File: config.mk
export PLATFORM = sky130hd
export DESIGN_NAME = softmax_argmax_ctrl
export DESIGN_NICKNAME = d
export VERILOG_FILES = /design/src/rtl/softmax_argmax_ctrl.sv
export SDC_FILE = /design/constraint.sdc
export NUM_CORES = 1
export LEC_CHECK = 0
export CAP_MARGIN = 10
export CORE_MARGIN = 2
export CORE_UTILIZATION = 55
export CTS_BUF_LIST = sky130_fd_sc_hd__clkbuf_2
export DETAILED_ROUTE_END_ITERATION = 7
export GPL_TIMING_DRIVEN = 0
export PLACE_DENSITY = 0.8
export REMOVE_ABC_BUFFERS = 1
export SLEW_MARGIN = 20
export SYNTH_ARGS = -nofsm -noshare
export SYNTH_HDL_FRONTEND = slang
export SYNTH_SLANG_ARGS = --single-unit
File: constraint.sdc
create_clock -name clk -period 10.9 [get_ports clk]
set_input_delay 3.27 -clock clk [delete_from_list [all_inputs] [get_ports clk]]
set_output_delay 3.27 -clock clk [all_outputs]
set_load 0.02 [all_outputs]
File: src/rtl/softmax_argmax_ctrl.sv
// Read-side controller for the softmax FIFO: rewinds and streams NUM_CLASS signed
// scores, tracks the top-2 scores with their indices and reports them with a done pulse.
module softmax_argmax_ctrl #(
  parameter int DATA_WIDTH = 16,
  parameter int NUM_CLASS  = 10,
  parameter int IDX_WIDTH  = 4
) (
  input  logic                  clk,
  input  logic                  rst_n,
  input  logic                  start,
  output logic                  fifo_rd_clr,
  output logic                  fifo_rd_en,
  output logic                  fifo_rd_inc,
  input  logic [DATA_WIDTH-1:0] fifo_data,
  output logic                  busy,
  output logic                  done,
  output logic [IDX_WIDTH-1:0]  top1_idx,
  output logic [DATA_WIDTH-1:0] top1_val,
  output logic [IDX_WIDTH-1:0]  top2_idx,
  output logic [DATA_WIDTH-1:0] top2_val,
  output logic [DATA_WIDTH:0]   margin
);

  typedef enum logic [2:0] {S_IDLE, S_CLR, S_READ, S_DRAIN, S_DONE} state_t;

  localparam logic [DATA_WIDTH-1:0] MOST_NEG = {1'b1, {(DATA_WIDTH-1){1'b0}}};
  localparam logic [IDX_WIDTH-1:0]  LAST_IDX = IDX_WIDTH'(NUM_CLASS - 1);

  state_t                        state;
  logic [IDX_WIDTH-1:0]          rd_cnt, smp_idx;
  logic [1:0]                    vld_pipe;
  logic signed [DATA_WIDTH-1:0]  best1, best2, nb1, nb2, smp;
  logic [IDX_WIDTH-1:0]          idx1, idx2, nidx1, nidx2;
  logic [DATA_WIDTH:0]           mg;

  // vld_pipe[0] is the read strobe, vld_pipe[1] marks fifo_data as valid.
  assign vld_pipe[0] = fifo_rd_en;
  assign smp         = $signed(fifo_data);

  // Next-state of the top-2 tracker; also feeds the result load in DRAIN so the
  // last sample is included without an extra cycle.
  always_comb begin
    nb1   = best1;
    nb2   = best2;
    nidx1 = idx1;
    nidx2 = idx2;
    if (vld_pipe[1]) begin
      if (smp > best1) begin
        nb2   = best1;
        nidx2 = idx1;
        nb1   = smp;
        nidx1 = smp_idx;
      end else if (smp > best2) begin
        nb2   = smp;
        nidx2 = smp_idx;
      end
    end
  end

  assign mg = {nb1[DATA_WIDTH-1], nb1} - {nb2[DATA_WIDTH-1], nb2};

  always_ff @(posedge clk or negedge rst_n) begin
    if (!rst_n) begin
      state       <= S_IDLE;
      rd_cnt      <= '0;
      smp_idx     <= '0;
      vld_pipe[1] <= 1'b0;
      best1       <= '0;
      best2       <= '0;
      idx1        <= '0;
      idx2        <= '0;
      fifo_rd_clr <= 1'b0;
      fifo_rd_en  <= 1'b0;
      fifo_rd_inc <= 1'b0;
      busy        <= 1'b0;
      done        <= 1'b0;
      top1_idx    <= '0;
      top1_val    <= '0;
      top2_idx    <= '0;
      top2_val    <= '0;
      margin      <= '0;
    end else begin
      vld_pipe[1] <= vld_pipe[0];
      smp_idx     <= rd_cnt;
      best1       <= nb1;
      best2       <= nb2;
      idx1        <= nidx1;
      idx2        <= nidx2;
      fifo_rd_clr <= 1'b0;
      done        <= 1'b0;
      case (state)
        S_IDLE: if (start) begin
          state       <= S_CLR;
          fifo_rd_clr <= 1'b1;
          busy        <= 1'b1;
        end
        S_CLR: begin
          state       <= S_READ;
          fifo_rd_en  <= 1'b1;
          fifo_rd_inc <= 1'b1;
          rd_cnt      <= '0;
          best1       <= MOST_NEG;
          best2       <= MOST_NEG;
          idx1        <= '0;
          idx2        <= '0;
        end
        S_READ: begin
          if (rd_cnt == LAST_IDX) begin
            state       <= S_DRAIN;
            fifo_rd_en  <= 1'b0;
            fifo_rd_inc <= 1'b0;
          end else begin
            rd_cnt <= rd_cnt + IDX_WIDTH'(1);
          end
        end
        S_DRAIN: begin
          state    <= S_DONE;
          done     <= 1'b1;
          top1_idx <= nidx1;
          top1_val <= nb1;
          top2_idx <= nidx2;
          top2_val <= nb2;
          margin   <= mg;
        end
        S_DONE: begin
          state <= S_IDLE;
          busy  <= 1'b0;
        end
        default: state <= S_IDLE;
      endcase
    end
  end

endmodule
==> results.txt <==
The floorplan has 38 rows. The proportion of synthesized flip-flops having asynchronous set or reset came out at 100.0%. The worst-case headroom to the max-slew limit is between 30% and 40%. In the routed design, unresolved DRC markers number 0. The final cycle utilization of the critical path is 78.27%. The post-detailed-routing wire length came out at 15470 µm. The upper clock frequency limit came out at between 100 and 150 MHz. The part of the total power dissipated in the clock network is between 10% and 20%.

The initial standard-cell utilization of the core is 57.04%. The leading cell type in the layout, fill and taps excluded is sky130_fd_sc_hd__dfrtp_1. The clock-pin slew of the registers on the worst-case setup and hold paths is 0.18 ns.

The detailed-router iteration count before antenna repair is 6. The standby leakage power is 3.461 nW. The core region is 10980 µm².

The total setup violations reported at the end of the flow is 0. The number of violations reported at the end of detailed-routing iteration 0 came out at 538. The clock tree root driver cell is sky130_fd_sc_hd__clkbuf_2.

On the worst path, the slowest cell contributes a delay of slightly below 0.8 ns. The setup total negative slack is 0 ns. The total routing resource utilization after global routing is 26.24%. Data on the critical path arrives at its endpoint at 9.16 ns.

The clock reaches the later pin of the worst-skew pair after 0.70 ns. The critical path class is in2reg. The switching component of the power is 1.253 mW. The startpoint class of the critical path is a primary input. In this run the tool buffered the top-level ports with 80 buffer cells. The combinational group share of total power came out at 61.6%. The number of clock buffers added by TritonCTS is 17. For this design, the slowest cell found on the critical path is sky130_fd_sc_hd__o311ai_0. The area growth from synthesis to layout came out at 19.53%. The final number of hold-violating endpoints came out at 0. The die is 110.7 µm tall. TritonCTS built the clock tree.

After clock tree synthesis, the flow added hold-fix buffers numbering 0. The flow ran to the end, and the final reports show no timing, DRC or antenna violations. The depth of the CTS H-tree is 4.

Synthesis produced a netlist whose cell count is 659. The number of global-route vias before repair was 5385. The max capacitance violation total is 0. Counting along the longest clock path gives a buffer depth of 2.

The count of warnings emitted by yosys is 0. The pin count of the biggest net entering global routing came out at 62. For this design the ratio of total power to cell area is ~360 nW/µm². In this run the post-CTS setup repair buffer count came out at 0. Registers are responsible for between 20% and 30% of the overall power. Leaving out fill and tap cells, the most frequent cells in the layout are sky130_fd_sc_hd__dfrtp_1 (113), sky130_fd_sc_hd__clkdlybuf4s50_1 (79), sky130_fd_sc_hd__nand2_1 (60). After synthesis the cells add up to 6265 µm². The final weighted congestion in routability-driven placement came out at 0.9405.

Using the TritonRoute via totals, the vias-per-cell ratio works out to 6.115. The largest driver fanout on the critical path is 16. Counting I/O delays and the setup requirement, the final critical path takes 8.531 ns. The final count of pins violating max slew came out at 0. Global routing finished with a remaining overflow of 0. In this run the worst hold path is classified as reg2reg. The number of nets with antenna violations after detailed routing came out at 0. The final core utilization came out at approximately 68%.

The worst ir drop on vdd came out at 0.1643 mV. The number of different library cells in the post-synthesis netlist is 63. Setup repair after global routing left no endpoint under its margin. The number of enable-type register cells in the synthesized netlist came out at 0.

The first global-routing pass estimated about 26000 µm of wire. 81 I/O pins were placed. The number of vias after detailed routing came out at 5381.

The number of flip-flops and latches in the synthesized netlist came out at 113. The overall power consumption is 2.677 mW. The horizontal die dimension is 110.7 µm. The clock tree skew after final layout came out at 0.03049 ns. The slew at the pin closest to its max-slew limit is 0.9803 ns. The final layout net count is 798. STA classifies the critical path endpoint as a flip-flop.

Traced cell by cell, the critical path runs through clkdlybuf4s50_1, ha_1, and3_1, o211ai_1, nand4_1, o31a_1, a211oi_4, buf_6, a222oi_1, inv_1, ha_1, inv_1, fa_1, a21oi_1, o21ai_0, o311ai_0, a31oi_1, nand2_1, a31oi_1, o21ai_0. In the final routed layout, each cell accounts on average for ~18 µm. The area of the die is approximately 12000 µm². The CTS sink count is 113.

The number of antenna violations at the first check in global routing was 0. The sequential area share after synthesis came out at 45.14%. The mean instance size in the synthesized netlist is about 9.5 µm².

Among all flip-flop cells after synthesis, the most frequent one is sky130_fd_sc_hd__dfrtp_1. The switching fraction of total power came out at 46.82%. The proportion of layout cells with a drive suffix above 1 came out at 8.378%. The critical path required time came out at ~12 ns. The antenna cell count came out at 0.

Grouping stages by cell kind, the critical path spends the most delay in compound AO/OA/AOI/OAI gates. Internal power comes to 1.424 mW. The critical path contains buffers and inverters numbering 4 combined. The HPWL after detailed placement is between 10000 and 15000 µm. Gates resized during post-CTS repair numbered 0.
==> area by class of cell <==
cell class | instances | area (µm²)
Timing Repair Buffer | 89 | 944.7
Clock inverter | 11 | 163.9
Multi-Input combinational cell | 450 | 3063
Tap cell | 140 | 175.2
Inverter | 57 | 214.0
Sequential cell | 113 | 2828
Fill cell | 858 | 3495
Clock buffer | 20 | 100.1
==> kinds of logic (layout without fill, tap and decap cells) <==
kind of cell | after synthesis | in the layout | synth area share (%)
AO/OA/AOI/OAI | 181 | 181 | 19.91
XOR/XNOR | 13 | 13 | 1.817
adder cells (fa/ha/maj) | 51 | 51 | 10.31
buffers and inverters | 96 | 177 | 6.491
flip-flops | 113 | 113 | 45.14
multiplexers | 9 | 9 | 1.478
AND/OR/NAND/NOR | 196 | 196 | 14.86
==> power groups by stage <==
stage               Sequential (mW)  Clock, mW  Combinational (mW)
floorplan                     0.813          0               0.972
global placement              0.711          0                1.54
detailed placement            0.724          0                1.63
CTS                           0.714      0.317                1.64
global route                  0.738      0.337                1.81
finish                        0.714      0.314                1.65
==> cells in the mapped netlist, types with 5 or more instances <==
cell type | n | share of area, %
sky130_fd_sc_hd__o21ai_0 | 34 | 2.7
sky130_fd_sc_hd__a21o_1 | 7 | 0.84
sky130_fd_sc_hd__a31o_1 | 5 | 0.70
sky130_fd_sc_hd__inv_1 | 57 | 3.4
sky130_fd_sc_hd__nand2_1 | 61 | 3.7
sky130_fd_sc_hd__buf_4 | 7 | 0.84
sky130_fd_sc_hd__a222oi_1 | 20 | 3.2
sky130_fd_sc_hd__ha_1 | 50 | 10
sky130_fd_sc_hd__nor2_1 | 49 | 2.9
sky130_fd_sc_hd__nand4_1 | 7 | 0.70
sky130_fd_sc_hd__nand3_1 | 38 | 3.0
sky130_fd_sc_hd__o21ai_1 | 10 | 0.80
sky130_fd_sc_hd__and2_1 | 6 | 0.60
sky130_fd_sc_hd__clkbuf_1 | 25 | 1.5
sky130_fd_sc_hd__o31ai_1 | 5 | 0.60
sky130_fd_sc_hd__nor2b_1 | 7 | 0.70
sky130_fd_sc_hd__a21oi_1 | 51 | 4.1
sky130_fd_sc_hd__dfrtp_1 | 113 | 45
sky130_fd_sc_hd__mux2i_1 | 7 | 1.1
sky130_fd_sc_hd__xnor2_1 | 9 | 1.3
sky130_fd_sc_hd__a32oi_1 | 14 | 2.0
sky130_fd_sc_hd__a221o_1 | 5 | 0.80
==> worst paths after layout <==
path / to / slack, ns / cells past startpoint / start
max in group asynchronous: best2[6] / 7.73 / 2 / rst_n
min in group asynchronous: done / 2.48 / 1 / rst_n
worst max register to register: margin[16] / 5.07 / 20 / best1[10]
worst min register to register: smp_idx[3] / 0.46 / 0 / rd_cnt[3]
worst max-delay path: margin[16] / 2.37 / 20 / fifo_data[10]
worst min-delay path: smp_idx[3] / 0.46 / 0 / rd_cnt[3]
==> through the flow <==
step / area, µm² / worst slack (ns) / hold slack, ns / std cells
CTS: 7488 / 2.539 / 0.4655 / 880
floorplan: 6072 / 2.876 / 0.3960 / 620
global route: 7488 / 2.113 / 0.4811 / 880
detailed placement: 7224 / 1.826 / 0.4307 / 849
finish: 7488 / 2.369 / 0.4584 / 880
global placement: 7048 / 0.3391 / 0.4133 / 840
==> metal layers <==
metal	track usage, %	share of wire [%]	wire (µm)	vias up
li1	-	-	-	2513
met1	34.29	42	6474	2619
met2	42.90	49	7646	214
met3	5.905	6.5	1012	35
met4	10.00	2.1	331	0
met5	0	0	0	-
==> sequential cells by signal (all words and copies together), names as in the netlist, 3 cells and up <==
register / cells
margin: 17
best1: 16
best2: 16
top1_val: 16
top2_val: 16
idx1: 4
idx2: 4
rd_cnt: 4
smp_idx: 4
top1_idx: 4
top2_idx: 4
state: 3
No activity file was read; power rests on OpenSTA's default activity.
